$ cat config.mk
export PLATFORM = sky130hd
export DESIGN_NAME = gpio_ber_ctrl_flat
export DESIGN_NICKNAME = d
export VERILOG_FILES = /design/src/rtl/gpio_ber_ctrl_if.sv /design/src/rtl/gpio_ber_ctrl.sv /design/src/flat_wrapper.sv
export SDC_FILE = /design/constraint.sdc
export NUM_CORES = 1
export LEC_CHECK = 0
export CORE_MARGIN = 3
export CORE_UTILIZATION = 50
export DETAILED_ROUTE_END_ITERATION = 8
export MAX_ROUTING_LAYER = met4
export PLACE_DENSITY = 0.9
export SYNTH_ARGS = -nofsm -noshare
export SYNTH_HDL_FRONTEND = slang
export SYNTH_SLANG_ARGS = --single-unit
$ cat constraint.sdc
create_clock -name clock -period 6.1 [get_ports clock]
set_clock_uncertainty 0.15 [all_clocks]
set_input_delay 0.61 -clock clock [delete_from_list [all_inputs] [get_ports clock]]
set_output_delay 0.61 -clock clock [all_outputs]
set_load 0.05 [all_outputs]
$ cat src/rtl/gpio_ber_ctrl_if.sv
// Host GPIO word pair: gpo carries {cmd, strobe, arg} from the host, gpi returns the response word.
// Master is the host (MicroBlaze side); slave is the command controller.
interface gpio_ber_ctrl_if #(
    parameter int NB_GPIOS = 32
);
    logic [NB_GPIOS-1:0] gpo;
    logic [NB_GPIOS-1:0] gpi;

    modport master (output gpo, input gpi);
    modport slave  (input gpo, output gpi);
endinterface

$ cat src/rtl/gpio_ber_ctrl.sv
// Host command decoder for the PRBS/BER datapath: enables, RX phase, soft reset, atomic counter snapshots.
// Response on gpi 4 clocks after strobe rise; one command per strobe, next accepted only after strobe drops.
module gpio_ber_ctrl #(
    parameter int NB_GPIOS   = 32,
    parameter int NB_CNT     = 64,
    parameter int RST_CYCLES = 16
) (
    input  logic              clock,
    input  logic              i_reset,
    gpio_ber_ctrl_if.slave    bus,
    input  logic [NB_CNT-1:0] i_bit_count_i,
    input  logic [NB_CNT-1:0] i_err_count_i,
    input  logic [NB_CNT-1:0] i_bit_count_q,
    input  logic [NB_CNT-1:0] i_err_count_q,
    output logic              o_tx_enable,
    output logic              o_rx_enable,
    output logic [1:0]        o_offset,
    output logic              o_soft_reset
);
    typedef enum logic [1:0] {IDLE, EXEC, RST, WAIT_LOW} state_t;

    localparam logic [7:0] RST_LOAD = 8'(RST_CYCLES - 1);

    state_t            state;
    logic [2:0]        stb_sync;
    logic [7:0]        cmd;
    logic [1:0]        arg;
    logic [7:0]        rst_cnt;
    logic [NB_CNT-1:0] snap [4];

    logic              stb_s;
    logic              stb_rise;
    logic              err_zero;
    logic [2:0]        widx;
    logic [NB_CNT-1:0] sel;
    logic [31:0]       rd_word;

    // stb_sync[1:0] is the 2-FF synchronizer; stb_sync[2] is the previous synced value for edge detect
    assign stb_s    = stb_sync[1];
    assign stb_rise = stb_sync[1] & ~stb_sync[2];
    assign err_zero = (i_err_count_i == '0) && (i_err_count_q == '0);

    always_comb begin
        widx    = 3'(cmd - 8'd4);
        sel     = snap[widx[2:1]];
        rd_word = widx[0] ? sel[63:32] : sel[31:0];
    end

    always_ff @(posedge clock or negedge i_reset) begin
        if (!i_reset) begin
            state        <= IDLE;
            stb_sync     <= '0;
            cmd          <= '0;
            arg          <= '0;
            rst_cnt      <= '0;
            for (int i = 0; i < 4; i++) snap[i] <= '0;
            bus.gpi      <= '0;
            o_tx_enable  <= 1'b0;
            o_rx_enable  <= 1'b0;
            o_offset     <= 2'd0;
            o_soft_reset <= 1'b0;
        end else begin
            stb_sync <= {stb_sync[1:0], bus.gpo[23]};
            case (state)
                IDLE: begin
                    if (stb_rise) begin
                        cmd   <= bus.gpo[31:24];
                        arg   <= bus.gpo[1:0];
                        state <= EXEC;
                    end
                end
                EXEC: begin
                    state <= WAIT_LOW;
                    case (cmd)
                        8'h00: begin
                            bus.gpi      <= '0;
                            o_soft_reset <= 1'b1;
                            rst_cnt      <= RST_LOAD;
                            state        <= RST;
                        end
                        8'h01: begin
                            o_tx_enable <= arg[0];
                            o_rx_enable <= arg[1];
                            bus.gpi     <= {30'b0, arg};
                        end
                        8'h02: begin
                            o_offset <= arg;
                            bus.gpi  <= {30'b0, arg};
                        end
                        8'h03: begin
                            // all four captured on the same edge so bit/err pairs stay consistent
                            snap[0] <= i_bit_count_i;
                            snap[1] <= i_err_count_i;
                            snap[2] <= i_bit_count_q;
                            snap[3] <= i_err_count_q;
                            bus.gpi <= 32'h0000_0001;
                        end
                        8'h04, 8'h05, 8'h06, 8'h07,
                        8'h08, 8'h09, 8'h0A, 8'h0B: bus.gpi <= rd_word;
                        8'h0C: bus.gpi <= {27'b0, err_zero, o_offset, o_rx_enable, o_tx_enable};
                        default: bus.gpi <= {16'hDEAD, 8'h00, cmd};
                    endcase
                end
                RST: begin
                    if (rst_cnt == 8'd0) begin
                        o_soft_reset <= 1'b0;
                        state        <= WAIT_LOW;
                    end else begin
                        rst_cnt <= rst_cnt - 8'd1;
                    end
                end
                WAIT_LOW: begin
                    if (!stb_s) state <= IDLE;
                end
                default: state <= IDLE;
            endcase
        end
    end
endmodule

$ cat src/flat_wrapper.sv
// flat-port wrapper written by rule: the top's interface ports become plain ports
module gpio_ber_ctrl_flat 
#(
    parameter int NB_GPIOS   = 32,
    parameter int NB_CNT     = 64,
    parameter int RST_CYCLES = 16
)
  (clock, i_reset, i_bit_count_i, i_err_count_i, i_bit_count_q, i_err_count_q, o_tx_enable, o_rx_enable, o_offset, o_soft_reset, bus_gpo, bus_gpi);
  gpio_ber_ctrl_if #(.NB_GPIOS(NB_GPIOS)) bus_i ();
  input  logic clock;
  input  logic i_reset;
  input  logic [NB_CNT-1:0] i_bit_count_i;
  input  logic [NB_CNT-1:0] i_err_count_i;
  input  logic [NB_CNT-1:0] i_bit_count_q;
  input  logic [NB_CNT-1:0] i_err_count_q;
  output logic o_tx_enable;
  output logic o_rx_enable;
  output logic [1:0] o_offset;
  output logic o_soft_reset;
  input wire logic [$bits(bus_i.gpo)-1:0] bus_gpo;
  output wire logic [$bits(bus_i.gpi)-1:0] bus_gpi;
  assign bus_i.gpo = bus_gpo;
  assign bus_gpi = bus_i.gpi;
  gpio_ber_ctrl #(.NB_GPIOS(NB_GPIOS), .NB_CNT(NB_CNT), .RST_CYCLES(RST_CYCLES)) u_core (.clock(clock), .i_reset(i_reset), .bus(bus_i), .i_bit_count_i(i_bit_count_i), .i_err_count_i(i_err_count_i), .i_bit_count_q(i_bit_count_q), .i_err_count_q(i_err_count_q), .o_tx_enable(o_tx_enable), .o_rx_enable(o_rx_enable), .o_offset(o_offset), .o_soft_reset(o_soft_reset));
endmodule
==> metrics.csv <==
metric,value,unit
Post-CTS Setup Inserts,0,
Worst EP required,6.33,ns
fin crit period,3.780,ns
vias in the first global route,10580,
max cap viols,0,
worst hold path type,flip-flop to flip-flop,
Slew headroom,28.01,%
synthesized instance count,976,
Vias/cell,5.871,
crit-path max FO,87,
RSZ-0062 raised after global routing,no,
crit share post-route,61.97,%
Power Total,7143,uW
proportion of layout cells with a drive suffix above 1,13.36,%
antenna violations before repair,6,
PD cells,378.7,mW/mm^2
Final nets,1565,
total track usage,28.28,%
Synth top area share,55.15,%
Die Ht,175.3,um
core area,0.02801,mm^2
synth top area cells,"dfrtp_1 55%, mux2_1 19%, mux4_2 10%",
Clk pwr share,30.6,%
Leak,0.008655,uW
area post-placement,0.01763,mm^2
CTS Buf Count,35,
Port Buf Inserts,305,
H-tree depth,2,
switching share of total power,32.30,%
critical path start-end classification,flip-flop to flip-flop,
Die Outline Area,0.03075,mm^2
FP Rows,61,
syn nets,1272,
met3 Use GR,6.442,%
Crit. Startpoint,u_core.state[1],
"Clk Latency, worst-skew pair",0.51,ns
most crowded layer after global routing,met2,
met1 Use GR,36.26,%
Placer Congestion,0.8714,
register area share after synthesis,55.15,%
Pint,4835,uW
"area leader, netlist",dfrtp_1,
Max VDD drop,239.6,uV
yosys warns,0,
Initial DRT Pass Iterations,5,
"EDFF count, synth",0,
WL final,42340,um
first-pass GRT wire length,63910,um
Crit Reg-Reg Startpoint,u_core.state[1],
clock sink count,316,
crit path capture,u_core.snap[10],
reg2reg path depth,6,
DRC violations left,0,
Vias,9863,
Worst-path clk slew,0.06,ns
largest buffer count on any clock path,3,
final setup violation count,0,
#FFs+latches synth,316,
area grow syn2layout,31.54,%
sequential power share,41.2,%
FF-to-FF End,u_core.snap[10],
WP data arrival,4.01,ns
status,"complete, no violations",
crit path capture type,flip-flop,
Mapped Avg Cell Area,14.69,um^2
Die Width,175.3,um
Post-Layout Inst Area,0.01886,mm^2
Synth async-reset ratio,100.0,%
final hold vios,0,
crit path launch type,flip-flop,
final setup TNS,0,ns
worst slew pin tran,1.077,ns
CTS tree,done,
post-synth cell types,53,
r2r setup slk,2.32,ns
Max Slew Vio Count,0,
Congestion Overflow GR,0,
CTS Root Cell,clkbuf_16,
NetSw,2307,uW
synthesized area,0.01434,mm^2
Post-synth top flop,dfrtp_1,
Initial Util,51.19,%
post-route ant nets,0,
post-CTS resize count,0,
M2 GR Usage,44.97,%
DP Wirelength,31240,um
Fmax achieved,0.2646,GHz
Comb power frac,28.2,%
IO Pins,327,
largest net degree at the start of global routing,177,
Routed WL per cell,25.20,um
drt initial violations,718,
==> stage by stage <==
stage,hold slack (ns),instances,util (%),setup WS (ns)
4_1_cts,0.2197,1673,67.27,2.414
5_1_grt,0.2320,1680,67.33,2.162
2_1_floorplan,0.1644,976,-,3.738
3_5_place_dp,0.1984,1609,62.95,2.429
6_report,0.2150,1680,67.33,2.320
3_3_place_gp,0.1909,1609,62.95,2.476
==> registers in the layout, indices dropped and copies added (netlist names) <==
| signal | flops |
|---|---|
| u_core.o_rx_enable | 1 |
| u_core.cmd | 8 |
| u_core.bus.gpi | 32 |
| u_core.rst_cnt | 8 |
| u_core.o_offset | 2 |
| u_core.snap | 256 |
| u_core.stb_sync | 3 |
| u_core.arg | 2 |
| u_core.state | 2 |
| u_core.o_soft_reset | 1 |
| u_core.o_tx_enable | 1 |
==> routing by layer <==
layer  share of wire [%]  routed length (um)
met4                 3.3                1396
met2                  49               20740
met1                  40               16860
met5                   0                   0
met3                 7.9                3344
==> synth_stat cells, drive strengths merged, types with 3 or more instances <==
| library cell | instances |
|---|---|
| nand4 | 10 |
| o22a | 11 |
| o21ai | 7 |
| ha | 6 |
| clkbuf | 21 |
| mux4 | 64 |
| nand3 | 5 |
| nor4 | 34 |
| a31oi | 3 |
| o22ai | 14 |
| nand2 | 58 |
| mux2 | 271 |
| dfrtp | 316 |
| buf | 41 |
| mux2i | 13 |
| a22o | 3 |
| a21oi | 32 |
| nor2 | 13 |
| inv | 18 |
| or4 | 3 |
| nor3 | 4 |
==> how the worst min path moves through the flow <==
stage,cells after the start,endpoint,from
2_1_floorplan,0,u_core.arg[0],i_reset
3_3_place_gp,0,u_core.stb_sync[1],u_core.stb_sync[0]
3_5_place_dp,0,u_core.stb_sync[1],u_core.stb_sync[0]
4_1_cts,0,u_core.stb_sync[1],u_core.stb_sync[0]
5_1_grt,0,u_core.stb_sync[1],u_core.stb_sync[0]
6_report,0,u_core.stb_sync[1],u_core.stb_sync[0]
==> cell type report <==
type	instances	area, um^2
sequential	316	7915
antenna	7	17.52
fill	1883	9150
clock buffer	51	1016
timing repair buffer	318	3196
multi-input combinational	579	5987
clock inverter	12	185.2
inverter	19	71.32
tap	378	473.0
==> power by group through the flow <==
stage	clock [uW]	sequential, uW	combinational (uW)
6_report	2190	2940	2020
5_1_grt	2300	2990	2140
4_1_cts	2210	2930	2020
3_5_place_dp	0	2960	2010
3_3_place_gp	0	2920	1950
2_1_floorplan	0	2970	1180
==> logic make-up (layout without fill, tap and decap cells) <==
logic type | count (synthesis) | after routing | synth area share [%]
mux | 348 | 348 | 32.24
flops | 316 | 316 | 55.15
simple gates | 140 | 140 | 5.070
compound gates | 82 | 82 | 3.674
buf+inv | 81 | 400 | 3.150
fa+ha+maj | 7 | 7 | 0.5934
xor+xnor | 2 | 2 | 0.1222
other cells | 0 | 7 | 0
==> worst max-delay path, stage by stage (launching register included) <==
cell,delay [ns]
dfrtp_1,0.42
inv_1,0.11
ha_2,0.82
nand3_1,0.28
nor2_4,0.88
buf_12,0.42
mux2_1,0.40
==> layout by cell type, fill, tap and decap left out, types with 3 or more instances in the layout <==
cell / Yosys / final
buf_4: 16 / 9
buf_12: 0 / 3
inv_6: 0 / 3
nand3_1: 5 / 5
nand2_1: 58 / 58
o22ai_1: 14 / 14
clkbuf_16: 0 / 35
clkbuf_1: 21 / 8
mux2i_1: 13 / 13
clkbuf_8: 0 / 8
ha_1: 6 / 5
clkdlybuf4s50_1: 0 / 304
dfrtp_1: 316 / 314
bufinv_16: 0 / 4
nor4_1: 33 / 33
inv_1: 18 / 18
mux4_2: 64 / 64
mux2_2: 31 / 31
a21oi_1: 32 / 32
clkinvlp_4: 0 / 3
o22a_1: 11 / 11
nor3_1: 3 / 3
nand4_1: 10 / 10
nor2_1: 12 / 12
a31oi_1: 3 / 3
diode_2: 0 / 7
a22o_1: 3 / 3
o21ai_0: 6 / 6
mux2_1: 240 / 240
==> what timing repair did <==
action                     4_1_cts  5_1_grt
hold buffers                     1        0
hold endpoints to repair         5        0
setup endpoints to repair        0        0
(Power assumes the default switching activity.)
